File: config.mk
export PLATFORM = sky130hd
export DESIGN_NAME = cpu86_exec_vld_writer
export DESIGN_NICKNAME = d
export VERILOG_FILES = /design/src/rtl/cpu86_exec_vld_writer.sv
export SDC_FILE = /design/constraint.sdc
export NUM_CORES = 1
export LEC_CHECK = 0
export ABC_AREA = 1
export BUFFER_PORTS_ARGS = -buffer_cell sky130_fd_sc_hd__buf_2
export CAP_MARGIN = 20
export CORE_MARGIN = 3
export CORE_UTILIZATION = 55
export CTS_BUF_LIST = sky130_fd_sc_hd__clkbuf_4 sky130_fd_sc_hd__clkbuf_8 sky130_fd_sc_hd__clkbuf_16
export CTS_CLUSTER_DIAMETER = 40
export DETAILED_ROUTE_END_ITERATION = 7
export GPL_ROUTABILITY_DRIVEN = 0
export GPL_TIMING_DRIVEN = 0
export PLACE_DENSITY_LB_ADDON = 0.12
export SLEW_MARGIN = 40
export SYNTH_ARGS = -nofsm -noshare
export SYNTH_HDL_FRONTEND = slang
export SYNTH_SLANG_ARGS = --single-unit
export TNS_END_PERCENT = 1
File: constraint.sdc
create_clock -name clk -period 2.25 [get_ports clk]
set_input_delay 0.3375 -clock clk [delete_from_list [all_inputs] [get_ports clk]]
set_output_delay 0.3375 -clock clk [all_outputs]
set_load 0.05 [all_outputs]
File: src/rtl/cpu86_exec_vld_writer.sv
// Execute-stage retirement recorder: one outstanding instruction,
// shadow register file, write-through record to the validation monitor.
module cpu86_exec_vld_writer #(
  parameter logic [15:0] FL_RESET = 16'h0002
) (
  input  logic        clk,
  input  logic        resetn,
  input  logic        instr_valid,
  output logic        instr_ready,
  input  logic [4:0]  instr_op,
  input  logic [3:0]  instr_code,
  input  logic [15:0] instr_cs,
  input  logic [15:0] instr_ip,
  input  logic [3:0]  instr_sreg,
  input  logic [3:0]  instr_dreg,
  input  logic        instr_branch_taken,
  input  logic        wr_valid,
  input  logic [3:0]  wr_reg,
  input  logic [15:0] wr_data,
  input  logic        sp_wr_valid,
  input  logic [15:0] sp_wr_data,
  input  logic        fl_wr_valid,
  input  logic [15:0] fl_wr_data,
  input  logic        instr_done,
  input  logic        flush,
  output logic        vld_valid,
  output logic [4:0]  vld_op,
  output logic [3:0]  vld_code,
  output logic [15:0] vld_cs,
  output logic [15:0] vld_ip,
  output logic [15:0] vld_ax,
  output logic [15:0] vld_bx,
  output logic [15:0] vld_cx,
  output logic [15:0] vld_dx,
  output logic [15:0] vld_bp,
  output logic [15:0] vld_sp,
  output logic [15:0] vld_si,
  output logic [15:0] vld_di,
  output logic [15:0] vld_fl,
  output logic [3:0]  vld_sreg,
  output logic [3:0]  vld_dreg,
  output logic        vld_branch_taken
);

  typedef enum logic {IDLE, PEND} state_t;

  state_t      state;
  logic [15:0] ax, bx, cx, dx, bp, sp, si, di, fl;
  logic [15:0] nx_ax, nx_bx, nx_cx, nx_dx;
  logic [15:0] nx_bp, nx_sp, nx_si, nx_di, nx_fl;
  logic [15:0] wr_hit;
  logic [4:0]  l_op;
  logic [3:0]  l_code, l_sreg, l_dreg;
  logic [15:0] l_cs, l_ip;
  logic        l_bt;

  assign instr_ready = resetn && (state == IDLE);

  // Decode the write ports into next shadow values (segment ids ignored)
  always_comb begin
    wr_hit = '0;
    if (wr_valid)
      wr_hit[wr_reg] = 1'b1;
    nx_ax = wr_hit[0] ? wr_data : ax;
    nx_dx = wr_hit[1] ? wr_data : dx;
    nx_cx = wr_hit[2] ? wr_data : cx;
    nx_bx = wr_hit[3] ? wr_data : bx;
    nx_bp = wr_hit[4] ? wr_data : bp;
    nx_si = wr_hit[5] ? wr_data : si;
    nx_di = wr_hit[6] ? wr_data : di;
    nx_sp = wr_hit[7] ? wr_data
          : sp_wr_valid ? sp_wr_data : sp;
    nx_fl = fl_wr_valid ? fl_wr_data
          : wr_hit[12] ? wr_data : fl;
  end

  // Shadow register file, updated regardless of FSM state
  always_ff @(posedge clk) begin
    if (!resetn) begin
      ax <= '0; bx <= '0; cx <= '0; dx <= '0;
      bp <= '0; sp <= '0; si <= '0; di <= '0;
      fl <= FL_RESET;
    end else begin
      ax <= nx_ax; bx <= nx_bx; cx <= nx_cx; dx <= nx_dx;
      bp <= nx_bp; sp <= nx_sp; si <= nx_si; di <= nx_di;
      fl <= nx_fl;
    end
  end

  // Accept/retire FSM; record captures same-cycle writes
  always_ff @(posedge clk) begin
    if (!resetn) begin
      state <= IDLE;
      vld_valid <= 1'b0;
      l_op <= '0; l_code <= '0; l_cs <= '0; l_ip <= '0;
      l_sreg <= '0; l_dreg <= '0; l_bt <= 1'b0;
      vld_op <= '0; vld_code <= '0;
      vld_cs <= '0; vld_ip <= '0;
      vld_ax <= '0; vld_bx <= '0; vld_cx <= '0; vld_dx <= '0;
      vld_bp <= '0; vld_sp <= '0; vld_si <= '0; vld_di <= '0;
      vld_fl <= '0;
      vld_sreg <= '0; vld_dreg <= '0;
      vld_branch_taken <= 1'b0;
    end else begin
      vld_valid <= 1'b0;
      unique case (state)
        IDLE: begin
          if (instr_valid) begin
            l_op <= instr_op;
            l_code <= instr_code;
            l_cs <= instr_cs;
            l_ip <= instr_ip;
            l_sreg <= instr_sreg;
            l_dreg <= instr_dreg;
            l_bt <= instr_branch_taken;
            state <= PEND;
          end
        end
        PEND: begin
          if (flush) begin
            state <= IDLE;
          end else if (instr_done) begin
            state <= IDLE;
            vld_valid <= 1'b1;
            vld_op <= l_op;
            vld_code <= l_code;
            vld_cs <= l_cs;
            vld_ip <= l_ip;
            vld_sreg <= l_sreg;
            vld_dreg <= l_dreg;
            vld_branch_taken <= l_bt;
            vld_ax <= nx_ax; vld_bx <= nx_bx;
            vld_cx <= nx_cx; vld_dx <= nx_dx;
            vld_bp <= nx_bp; vld_sp <= nx_sp;
            vld_si <= nx_si; vld_di <= nx_di;
            vld_fl <= nx_fl;
          end
        end
        default: state <= IDLE;
      endcase
    end
  end

endmodule

==> reports/qor.csv <==
metric,value,unit
setup_tns,0,ns
hpwl,29.8,mm
critPathMostFrequentCell,buf_2,
vdd_ir_drop_max,674,uV
final_max_slew_viol_count,0,
first_iter_violations,927,
antenna_found_initial,0,
die_w,170,um
dpl.cell_count,2626,
worstPathMaxFanout,18,
dr.pass1.iters,6,
vias,13846,
grt_pass1_wl,67.2,mm
fillers,2253,
switching_power,4.32,mW
leakage,9.30,nW
grt_usage,0.291,
nNetsFinal,2452,
clkPwrFrac,0.467,
ant_nets,0,
initial_core_util,0.564,
worstMarginPinSlew,0.762,ns
combinationalPowerShare,0.094,
synthTopCellsByArea,"dfxtp_1 53%, nor2_1 13%, o21ai_0 9.2%, and2_1 5.4%, inv_1 5.1%",
cts_buffers,48,
clock.fmax,496,MHz
synth_fp_nets,2097,
synth_area,14800,um^2
rsz0062_at_grt,no,
port-buffer-count,304,
syn_avg_cell_area,7.44,um^2
final_util,0.701,
clock_latency,0.54,ns
ys_warn_count,0,
yosysTopAreaCell,dfxtp_1,
die_area,28900,um^2
io_pins,306,
yosysTopAreaCellShare,0.528,
grt_max_degree,19,
p_seq_frac,0.439,
worstPathRequired,1.91,ns
final.setup_skew,0.0144,ns
crit_arrival,1.68,ns
wl,43.6,mm
grt-ovfl-total,0,
p_int,12.2,mW
cpPeakStageDelay,0.53,ns
post-route-min-period,2.02,ns
run_status,completed,
wire_per_inst,16.1,um
swShare,0.261,
power.density,901,nW/um^2
finalCritPeriodShare,0.896,
mostFrequentLayoutCell,nor2_1,
pre_cts_ws,-0.122,ns
synthCells,1987,
cts_max_path_buffers,3,
ys_ff_latch,390,
fp.dieH,170,um
tritoncts,yes,
hold_viol,0,
grt_pass1_vias,12970,
yosysUniqueCellTypes,19,
slowest_stage,clkbuf_1,
core,26200,um^2
startpoint_type,input port,
syn2layout_area_growth,24.3,%
rows,59,
relSlewSlack,0.492,
crit_type,in2out,
root_buffer,clkbuf_16,
final_cell_mix,"495 x nor2_1, 390 x dfxtp_1, 322 x buf_2",
yosysSeqAreaShare,0.528,
final_cells,2714,
htree_num_levels,2,
crit_path_end_kind,output port,
via_per_inst,5.10,
hold_class,in2reg,
clkTransAtPathRegs,0.06,ns
fin_ws,0.233,ns
cts.sinks,390,
setup_viol_count_final,0,
drive_gt1_frac,0.181,
cap_viol_max_count,0,
cts_setup_buffers,0,
drcViolationCount,0,
cp_cell_sequence,"buf_2, inv_2, clkbuf_1, nor2_1, buf_2",
[critical path: cells and delay by family]
kind	cells	cell delay (ns)
buffers and inverters	4	1.27
and+or+nand+nor	1	0.07
[final cells by class]
| cell class | instances | area [um^2] | share of cell area |
|---|---|---|---|
| flip-flops and latches | 390 | 7810 | 0.425 |
| clock buffers | 58 | 1310 | 0.0714 |
| multi-input cells | 1268 | 5670 | 0.308 |
| repair buffers | 306 | 1540 | 0.0839 |
| clock inverters | 28 | 312 | 0.0170 |
| diodes | 1 | 2.50 | 0.000136 |
| well taps | 335 | 419 | 0.0228 |
| inverters | 202 | 758 | 0.0413 |
| plain buffers | 126 | 556 | 0.0302 |
[power groups by stage]
stage / registers [mW] / logic, mW / clock network [mW]
global route: 7.29 / 1.70 / 8.06
detailed placement: 7.42 / 1.53 / 0
finish: 7.28 / 1.56 / 7.73
floorplan: 7.81 / 0.638 / 0
CTS: 7.27 / 1.55 / 7.79
global placement: 7.41 / 1.51 / 0
[through the flow]
| step | cell area (um^2) | hold slack (ns) | power (mW) |
|---|---|---|---|
| after global routing | 18400 | 0.0172 | 17.1 |
| after global placement | 16700 | 0.458 | 8.92 |
| final | 18400 | 0.0131 | 16.6 |
| after detailed placement | 16700 | 0.466 | 8.95 |
| after CTS | 18400 | 0.000641 | 16.6 |
| after floorplan | 14800 | 0.460 | 8.45 |
[repair_timing]
item / in CTS / in global routing
endpoints found under the setup margin: 1 / 16
resized for setup: 0 / 1
hold endpoints to repair: 2 / 0
pin swaps: 0 / 0
hold buffers: 2 / 0
[Yosys cell counts, drive strengths merged]
| master | instances |
|---|---|
| buf | 53 |
| a21oi | 16 |
| o21ai | 372 |
| and2 | 128 |
| nand3 | 54 |
| inv | 201 |
| clkbuf | 74 |
| nor2 | 498 |
| dfxtp | 390 |
| nand2 | 200 |
| clkinv | 1 |
[kinds of logic (layout without fill, tap and decap cells)]
| family | count (synthesis) | after routing | synth area share |
|---|---|---|---|
| and+or+nand+nor | 880 | 880 | 0.251 |
| DFF | 390 | 390 | 0.528 |
| AOI/OAI and AO/OA | 388 | 388 | 0.131 |
| buffers and inverters | 329 | 720 | 0.0891 |
| other | 0 | 1 | 0 |
[layer usage]
layer / GRT usage / share of wire / vias to the layer above / wire length [um]
met1: 0.357 / 0.40 / 6310 / 17600
met4: 0.112 / 0.041 / 0 / 1800
li1: - / - / 6883 / -
met3: 0.0873 / 0.099 / 111 / 4330
met5: 0 / 0 / - / 0
met2: 0.484 / 0.45 / 542 / 19900
[worst paths after layout]
path                       to        start  cells after the start  slack (ns)
setup / recovery  instr_ready       resetn                      5        0.23
hold reg to reg     vld_ip[0]    vld_ip[0]                      2        0.47
setup reg to reg   vld_sp[14]        state                      9        0.31
hold / removal        l_ip[6]  instr_ip[6]                      3        0.01
No activity file was read; power rests on OpenSTA's default activity.
